$ cat config.mk
export PLATFORM = sky130hd
export DESIGN_NAME = sser_window_ctrl
export DESIGN_NICKNAME = d
export VERILOG_FILES = /design/src/rtl/sser_window_ctrl.sv
export SDC_FILE = /design/constraint.sdc
export NUM_CORES = 1
export LEC_CHECK = 0
export ABC_CLOCK_PERIOD_IN_PS = 2950
export BUFFER_PORTS_ARGS = -buffer_cell sky130_fd_sc_hd__buf_2
export CAP_MARGIN = 0
export CORE_UTILIZATION = 25
export CTS_BUF_LIST = sky130_fd_sc_hd__clkbuf_2
export DETAILED_ROUTE_END_ITERATION = 7
export HOLD_SLACK_MARGIN = 0.1
export PLACE_DENSITY = 0.51
export SETUP_SLACK_MARGIN = 0.5
export SYNTH_ARGS = -nofsm -noshare
export SYNTH_HDL_FRONTEND = slang
export SYNTH_SLANG_ARGS = --single-unit
$ cat constraint.sdc
create_clock -name clk -period 2.95 [get_ports clk]
set_input_delay 0.59 -clock clk [delete_from_list [all_inputs] [get_ports clk]]
set_output_delay 0.59 -clock clk [all_outputs]
set_load 0.01 [all_outputs]
$ cat src/rtl/sser_window_ctrl.sv
// Arbiter and access sequencer for the serial-port register window: shares the
// window between CPU and DMA, drives BA/BR_W/SSER timing and returns SDRD.
module sser_window_ctrl #(
   parameter int unsigned STROBE_CYC = 2,
   parameter int unsigned HOLD_CYC   = 1
) (
   input  logic       clk,
   input  logic       rst_n,
   input  logic       cpu_req,
   input  logic       cpu_rw,
   input  logic [3:0] cpu_addr,
   input  logic       cpu_lock,
   output logic       cpu_gnt,
   output logic       cpu_done,
   output logic       cpu_rdata,
   input  logic       dma_req,
   input  logic       dma_rw,
   input  logic [3:0] dma_addr,
   input  logic       dma_lock,
   output logic       dma_gnt,
   output logic       dma_done,
   output logic       dma_rdata,
   output logic [3:0] ba,
   output logic       ba12,
   output logic       ba13,
   output logic       br_w,
   output logic       sser_n,
   input  logic       sdrd
);

   if (STROBE_CYC == 0 || STROBE_CYC > 15 || HOLD_CYC == 0 || HOLD_CYC > 15) begin : g_bad_cfg
      $error("sser_window_ctrl: STROBE_CYC and HOLD_CYC must be in 1..15");
   end

   typedef enum logic [2:0] {S_IDLE, S_SETUP, S_STROBE, S_HOLD, S_GAP} state_e;
   typedef enum logic [1:0] {OWN_NONE, OWN_CPU, OWN_DMA} owner_e;

   localparam logic [3:0] STROBE_LOAD = 4'(STROBE_CYC - 1);
   localparam logic [3:0] HOLD_LOAD   = 4'(HOLD_CYC - 1);

   state_e     state_q;
   owner_e     owner_q;
   logic [3:0] cnt_q;
   logic       last_dma_q;
   logic       win_dma_q;
   logic       lock_q;
   logic [3:0] ba_q;
   logic       ba12_q, ba13_q, br_w_q, sser_n_q;
   logic       cpu_gnt_q, cpu_done_q, cpu_rdata_q;
   logic       dma_gnt_q, dma_done_q, dma_rdata_q;

   logic       win_valid_d;
   logic       win_dma_d;

   // A lock owner shuts the other requester out; otherwise round-robin on ties.
   always_comb begin
      // NOTE: every output of this block gets a default first so no latch is inferred.
      win_valid_d = 1'b0;
      win_dma_d   = 1'b0;
      case (owner_q)
         OWN_CPU: win_valid_d = cpu_req;
         OWN_DMA: begin
            win_valid_d = dma_req;
            win_dma_d   = 1'b1;
         end
         default: begin
            win_valid_d = cpu_req | dma_req;
            win_dma_d   = dma_req & (~cpu_req | ~last_dma_q);
         end
      endcase
   end

   // NOTE: sequential state uses non-blocking assignments so every register
   // sees the pre-edge value of every other register.
   always_ff @(posedge clk or negedge rst_n) begin
      if (!rst_n) begin
         state_q     <= S_IDLE;
         owner_q     <= OWN_NONE;
         cnt_q       <= '0;
         last_dma_q  <= 1'b1;
         win_dma_q   <= 1'b0;
         lock_q      <= 1'b0;
         ba_q        <= '0;
         ba12_q      <= 1'b0;
         ba13_q      <= 1'b1;
         br_w_q      <= 1'b1;
         sser_n_q    <= 1'b1;
         cpu_gnt_q   <= 1'b0;
         cpu_done_q  <= 1'b0;
         cpu_rdata_q <= 1'b0;
         dma_gnt_q   <= 1'b0;
         dma_done_q  <= 1'b0;
         dma_rdata_q <= 1'b0;
      end else begin
         case (state_q)
            S_IDLE: begin
               if (win_valid_d) begin
                  state_q    <= S_SETUP;
                  win_dma_q  <= win_dma_d;
                  last_dma_q <= win_dma_d;
                  lock_q     <= win_dma_d ? dma_lock : cpu_lock;
                  ba_q       <= win_dma_d ? dma_addr : cpu_addr;
                  br_w_q     <= win_dma_d ? dma_rw : cpu_rw;
                  ba12_q     <= 1'b1;
                  ba13_q     <= 1'b0;
                  cpu_gnt_q  <= ~win_dma_d;
                  dma_gnt_q  <= win_dma_d;
               end
            end
            S_SETUP: begin
               state_q  <= S_STROBE;
               cnt_q    <= STROBE_LOAD;
               sser_n_q <= 1'b0;
            end
            S_STROBE: begin
               if (cnt_q == 4'd0) begin
                  state_q  <= S_HOLD;
                  cnt_q    <= HOLD_LOAD;
                  sser_n_q <= 1'b1;
                  if (br_w_q) begin
                     if (win_dma_q) dma_rdata_q <= sdrd;
                     else           cpu_rdata_q <= sdrd;
                  end
                  if (HOLD_LOAD == 4'd0) begin
                     cpu_done_q <= ~win_dma_q;
                     dma_done_q <= win_dma_q;
                  end
               end else begin
                  cnt_q <= cnt_q - 4'd1;
               end
            end
            S_HOLD: begin
               if (cnt_q == 4'd0) begin
                  state_q    <= S_GAP;
                  owner_q    <= !lock_q ? OWN_NONE : (win_dma_q ? OWN_DMA : OWN_CPU);
                  ba_q       <= '0;
                  ba12_q     <= 1'b0;
                  ba13_q     <= 1'b1;
                  br_w_q     <= 1'b1;
                  cpu_gnt_q  <= 1'b0;
                  dma_gnt_q  <= 1'b0;
                  cpu_done_q <= 1'b0;
                  dma_done_q <= 1'b0;
               end else begin
                  cnt_q <= cnt_q - 4'd1;
                  if (cnt_q == 4'd1) begin
                     cpu_done_q <= ~win_dma_q;
                     dma_done_q <= win_dma_q;
                  end
               end
            end
            S_GAP:   state_q <= S_IDLE;
            default: state_q <= S_IDLE;
         endcase
      end
   end

   assign ba        = ba_q;
   assign ba12      = ba12_q;
   assign ba13      = ba13_q;
   assign br_w      = br_w_q;
   assign sser_n    = sser_n_q;
   assign cpu_gnt   = cpu_gnt_q;
   assign cpu_done  = cpu_done_q;
   assign cpu_rdata = cpu_rdata_q;
   assign dma_gnt   = dma_gnt_q;
   assign dma_done  = dma_done_q;
   assign dma_rdata = dma_rdata_q;

endmodule

# ---- Word-level counts from Yosys, hierarchy flattened
# Index checks and enable logic that the tools add are counted.
dict set report totals {
  output_inout_bits 14
  word_cells 89
  inputBits 17
  regBits 26
}
dict set report op_classes {
  mux 38
  bitwise_logic 7
  eq_ne 11
  n_reduce_logical 15
  addsub 1
}
# op n
set ops {}
lappend ops {{two-way mux 4 bit} 5}
lappend ops {{case mux 1 bit (2 select lines)} 10}
lappend ops {{two-way mux 1 bit} 15}
lappend ops {{case mux 3 bit (4 select lines)} 1}
lappend ops {{case mux 4 bit (3 select lines)} 1}
lappend ops {{two-way mux 3 bit} 3}
lappend ops {{AND reduction 3 bit} 3}
lappend ops {{!= test 2 bit (second input constant)} 4}
lappend ops {{case mux 4 bit (2 select lines)} 1}
lappend ops {{AND reduction 2 bit} 4}
lappend ops {{AND reduction 4 bit} 2}
lappend ops {{== test 3 x 2 -> 1 bit (second input constant)} 2}
lappend ops {{nonzero test 2 bit} 3}
lappend ops {{== test 4 x 1 -> 1 bit (second input constant)} 1}
lappend ops {{logical NOT 4 bit} 1}
lappend ops {{two-way mux 2 bit} 2}
lappend ops {{inverter 1 bit} 4}
lappend ops {{subtractor 4 x 1 -> 4 bit (second input constant)} 1}
lappend ops {{== test 3 x 1 -> 1 bit (second input constant)} 1}
lappend ops {{logical NOT 3 bit} 1}
lappend ops {{!= test 3 bit (second input constant)} 1}
lappend ops {{nonzero test 3 bit} 1}
lappend ops {{== test 2 x 1 -> 1 bit (second input constant)} 1}
lappend ops {{== test 2 bit (second input constant)} 1}
lappend ops {{other kinds (2)} 3}

# ---- Logic depth before layout (Yosys ltp)
dict set report depth {
  word_depth 7
  ltp_mapped 7
  ltp_nobuf 7
}

# ---- Worst setup path before layout
# No wires, ideal clock.
dict set report synth_path {
  path_kind {flip-flop to flip-flop}
  from {register owner_q[0]}
  to {register br_w_q (netlist: br_w)}
  path_stages_with_launch 8
  setup_ns 0.082
  path_buffers 1
  t_arrival_ns 1.793
  required_time_ns 2.868
  setup_slack_ns 1.075
  path_cell_list {dfrtp_1 > inv_1 > ha_1 > o21ai_1 > a2111o_1 > and2_4 > buf_6 > o31a_1}
}
dict set report synth_via {
  elab_chain_len 5
}
# item line
set synth_rtl {}
lappend synth_rtl {{from (decl)} 42} ;# owner_e owner_q;
lappend synth_rtl {{from (signal assigned)} 135} ;# owner_q <= !lock_q ? OWN_NONE : (win_dma_q ? OWN_DMA : OWN_CPU);
lappend synth_rtl {{== test 2 bit or == test 2 x 1 -> 1 bit (tied branches)} 60} ;# case (owner_q)
lappend synth_rtl {{case mux 1 bit (2 select lines)} 60}
lappend synth_rtl {{two-way mux 1 bit} 103} ;# br_w_q <= win_dma_d ? dma_rw : cpu_rw;
lappend synth_rtl {{two-way mux 1 bit} 97} ;# if (win_valid_d) begin
lappend synth_rtl {{case mux 1 bit (2 select lines)} 95} ;# case (state_q)
lappend synth_rtl {{to (signal assigned)} 103}
lappend synth_rtl {{to (decl)} 48} ;# logic ba12_q, ba13_q, br_w_q, sser_n_q;
# Several ways; a longest one is shown, not always the timed one. The select of a mux whose other input is x is not followed.
# A chain may end at the register's enable or synchronous reset.

# ---- Worst setup path after layout
# Same ends and word-level chain as after synthesis.

==> reports/qor.yml <==
logic_synthesis:
  synthSimpleGateAreaFrac_pct: 14.7
  synth_xor_area_share_pct: 0.669
  synth_common_cells: "dfrtp_1 (22), inv_1 (9), o21ai_0 (8)"
  ys_seq_elements: 26
  avgSynthCellArea_um2: 10.8
  netlist_instances: 121
  synthMuxAreaShare_pct: 6.41
  syn_area_um2: 1310
  seq_area_frac_synth_pct: 50.1
  yosys.area.top_type_share_pct: 42.1
  synth_fp_nets: 142
  synth-edff-count: 0
  yosysMostFrequentCell: "dfrtp_1"
  async_flop_share_pct: 100
  synthDistinctLibCells: 42
  synth_flop_cell: "dfrtp_1"
  yosysWarnings: 0
  synthAdderAreaFrac_pct: 3.82
  yosys-top-cells-area: "dfrtp_1 (42%), dfstp_2 (8.0%), ha_1 (3.8%), mux2i_1 (3.8%), a21o_1 (3.4%)"
  synth_top_cell_by_area: "dfrtp_1"
  synth_compound_area_share_pct: 19.3
  synth_top_family_by_area: "compound AO/OA/AOI/OAI gates"
clock_tree:
  cts_resized: 0
  clk_transition_reported_paths_ns: 0.25
  cts-root-buf: "clkbuf_2"
  post_cts_buffers: 0
  hold_buffers: 0
  clock_latency_ns: 0.35
  cts_buffer_depth: 2
  clock_sinks: 26
  h-tree-depth: 1
  cts_buffers: 3
  cts_tree: "built"
route:
  drtAntennaViolNets: 0
  wl_met3_um: 170
  first_iter_violations: 32
  dr_wl_met2_mm: 1.36
  first_pass_iters: 4
  routed_wl_mm: 2.83
  highest_layer: "met4"
  viasPerCell: 4.69
  wire_per_inst_um: 13.0
  vias: 1017
  drc: 0
  m1WireLength_mm: 1.28
cells_and_area:
  instances_no_fill: 217
  syn2layout_area_growth_pct: 19.5
  multi_input_area_um2: 588
  antennaDiodeCount: 0
  nNetsFinal: 172
  fill_cells: 536
  drive_gt1_share_pct: 30.0
  register_area_um2: 656
place:
  pre_cts_slack_ns: 0.820
  dp_cells: 213
  place_congestion: 0.672
  port_buffers: 30
  detailed_place_hpwl_mm: 2.10
timing:
  hold_viol: 0
  hold_slack_ns: 0.184
  maxSlewViolCount: 0
  worst_slew_pin_slew_ns: 0.615
  finalCriticalPeriod_ns: 2.16
  setup_viol_count_final: 0
  max_clock_freq_mhz: 463
  rsz0062_at_grt: "no"
  setup_ws_ns: 0.790
  skew_ns: 0.00445
  slew_headroom_pct: 58.6
  setup-tns-final_ns: 0
  finalCritPeriodShare_pct: 73.2
floorplanning:
  pin_count: 31
  die_h_um: 74.4
  rows: 25
  die_w_um: 74.4
  design.core.area_um2: 4880
  die_area_um2: 5530
  start_util_pct: 26.8
setup_path:
  crit_path_start_kind: "register"
  crit_arrival_ns: 2.48
  path_class: "reg2reg"
  cp.required_ns: 3.27
  cp-end-kind: "register"
  critPathMaxFanout: 14
pwr:
  power_density_nw_per_um2: 1070
  p_leak_nw: 0.766
  vdd_drop_max_mv: 0.420
  power_mw: 1.67
outcome:
  status: "finished clean"
flow_run:
  drv_cap: 0
global_routing:
  grt_pass1_vias: 1086
  grt_max_degree: 27
  globalRouteTotalUtil_pct: 11.2
  grt_pass1_wl_mm: 4.77
  grt_overflow_total: 0
  antenna_found_initial: 0
worst_hold_path:
  min_path_type: "in2async"
flip-flops by register name (all words and copies together), names as in the netlist:
signal and cells:
ba 4, sser_n 1, dma_done 1, cpu_done 1, dma_rdata 1, ba13 1
dma_gnt 1, lock_q 1, win_dma_q 1, br_w 1, cpu_gnt 1, cpu_rdata 1
cnt_q 4, owner_q 2, ba12 1, last_dma_q 1, state_q 3
final timing paths:
kind                       startpoint    endpoint  slack, ns  cells after the start
hold reg to reg                sser_n      sser_n       0.51                      2
hold / removal                  rst_n  owner_q[1]       0.18                      1
min in group clk                 sdrd   cpu_rdata       0.46                      2
setup / recovery           owner_q[0]        br_w       0.79                      6
setup reg to reg           owner_q[0]        br_w       0.79                      6
max in group asynchronous       rst_n        br_w       2.38                      1
placed cells by master, fill, tap and decap left out, drive strengths merged, types with 3 or more instances in the layout:
master | Yosys | final
a21o | 6 | 6
a21oi | 4 | 4
buf | 2 | 31
clkbuf | 4 | 3
dfrtp | 22 | 22
dfstp | 4 | 4
ha | 4 | 4
inv | 9 | 9
mux2 | 3 | 3
mux2i | 5 | 5
nand2 | 7 | 7
nand3 | 4 | 4
nor2b | 4 | 4
o21ai | 10 | 10
o2bb2ai | 4 | 4
power breakdown:
| group | internal, mW | total [mW] | switching, mW |
|---|---|---|---|
| Clock | 0.117 | 0.225 | 0.108 |
| Sequential | 0.528 | 0.687 | 0.158 |
| Combinational | 0.371 | 0.757 | 0.385 |
logic make-up (layout without fill, tap and decap cells):
kind of cell	count (synthesis)	count (layout)
buffers and inverters	15	44
AO/OA/AOI/OAI	36	36
flip-flops	26	26
XOR/XNOR	1	1
adder cells (fa/ha/maj)	4	4
AND/OR/NAND/NOR	31	31
multiplexers	8	8
cell type report:
cell class | instances | area share (%)
Inverter | 9 | 2.16
Clock buffer | 3 | 0.960
Sequential cell | 26 | 41.9
Tap cell | 67 | 5.36
Multi-Input combinational cell | 80 | 37.6
Clock inverter | 1 | 1.92
Timing Repair Buffer | 31 | 10.1
critical path: stages (launching register included):
cell and delay, ns:
dfrtp_1 0.43, inv_1 0.07, ha_1 0.35, o21ai_1 0.12
a2111o_1 0.61, and2_4 0.28, o31a_1 0.27
routing by layer:
layer  vias to the layer above  GRT usage [%]
li1                        490              -
met1                       485           13.9
met2                        38           19.7
met3                         4           2.98
met4                         0           1.89
met5                         -              0
through the flow:
stage / instance area (um^2) / utilization, %
after floorplan: 1310 / -
after global placement: 1520 / 31.1
after detailed placement: 1520 / 31.1
after CTS: 1560 / 32.1
after global routing: 1560 / 32.1
final: 1560 / 32.1
Note: power is estimated with default switching activity, not from simulation.
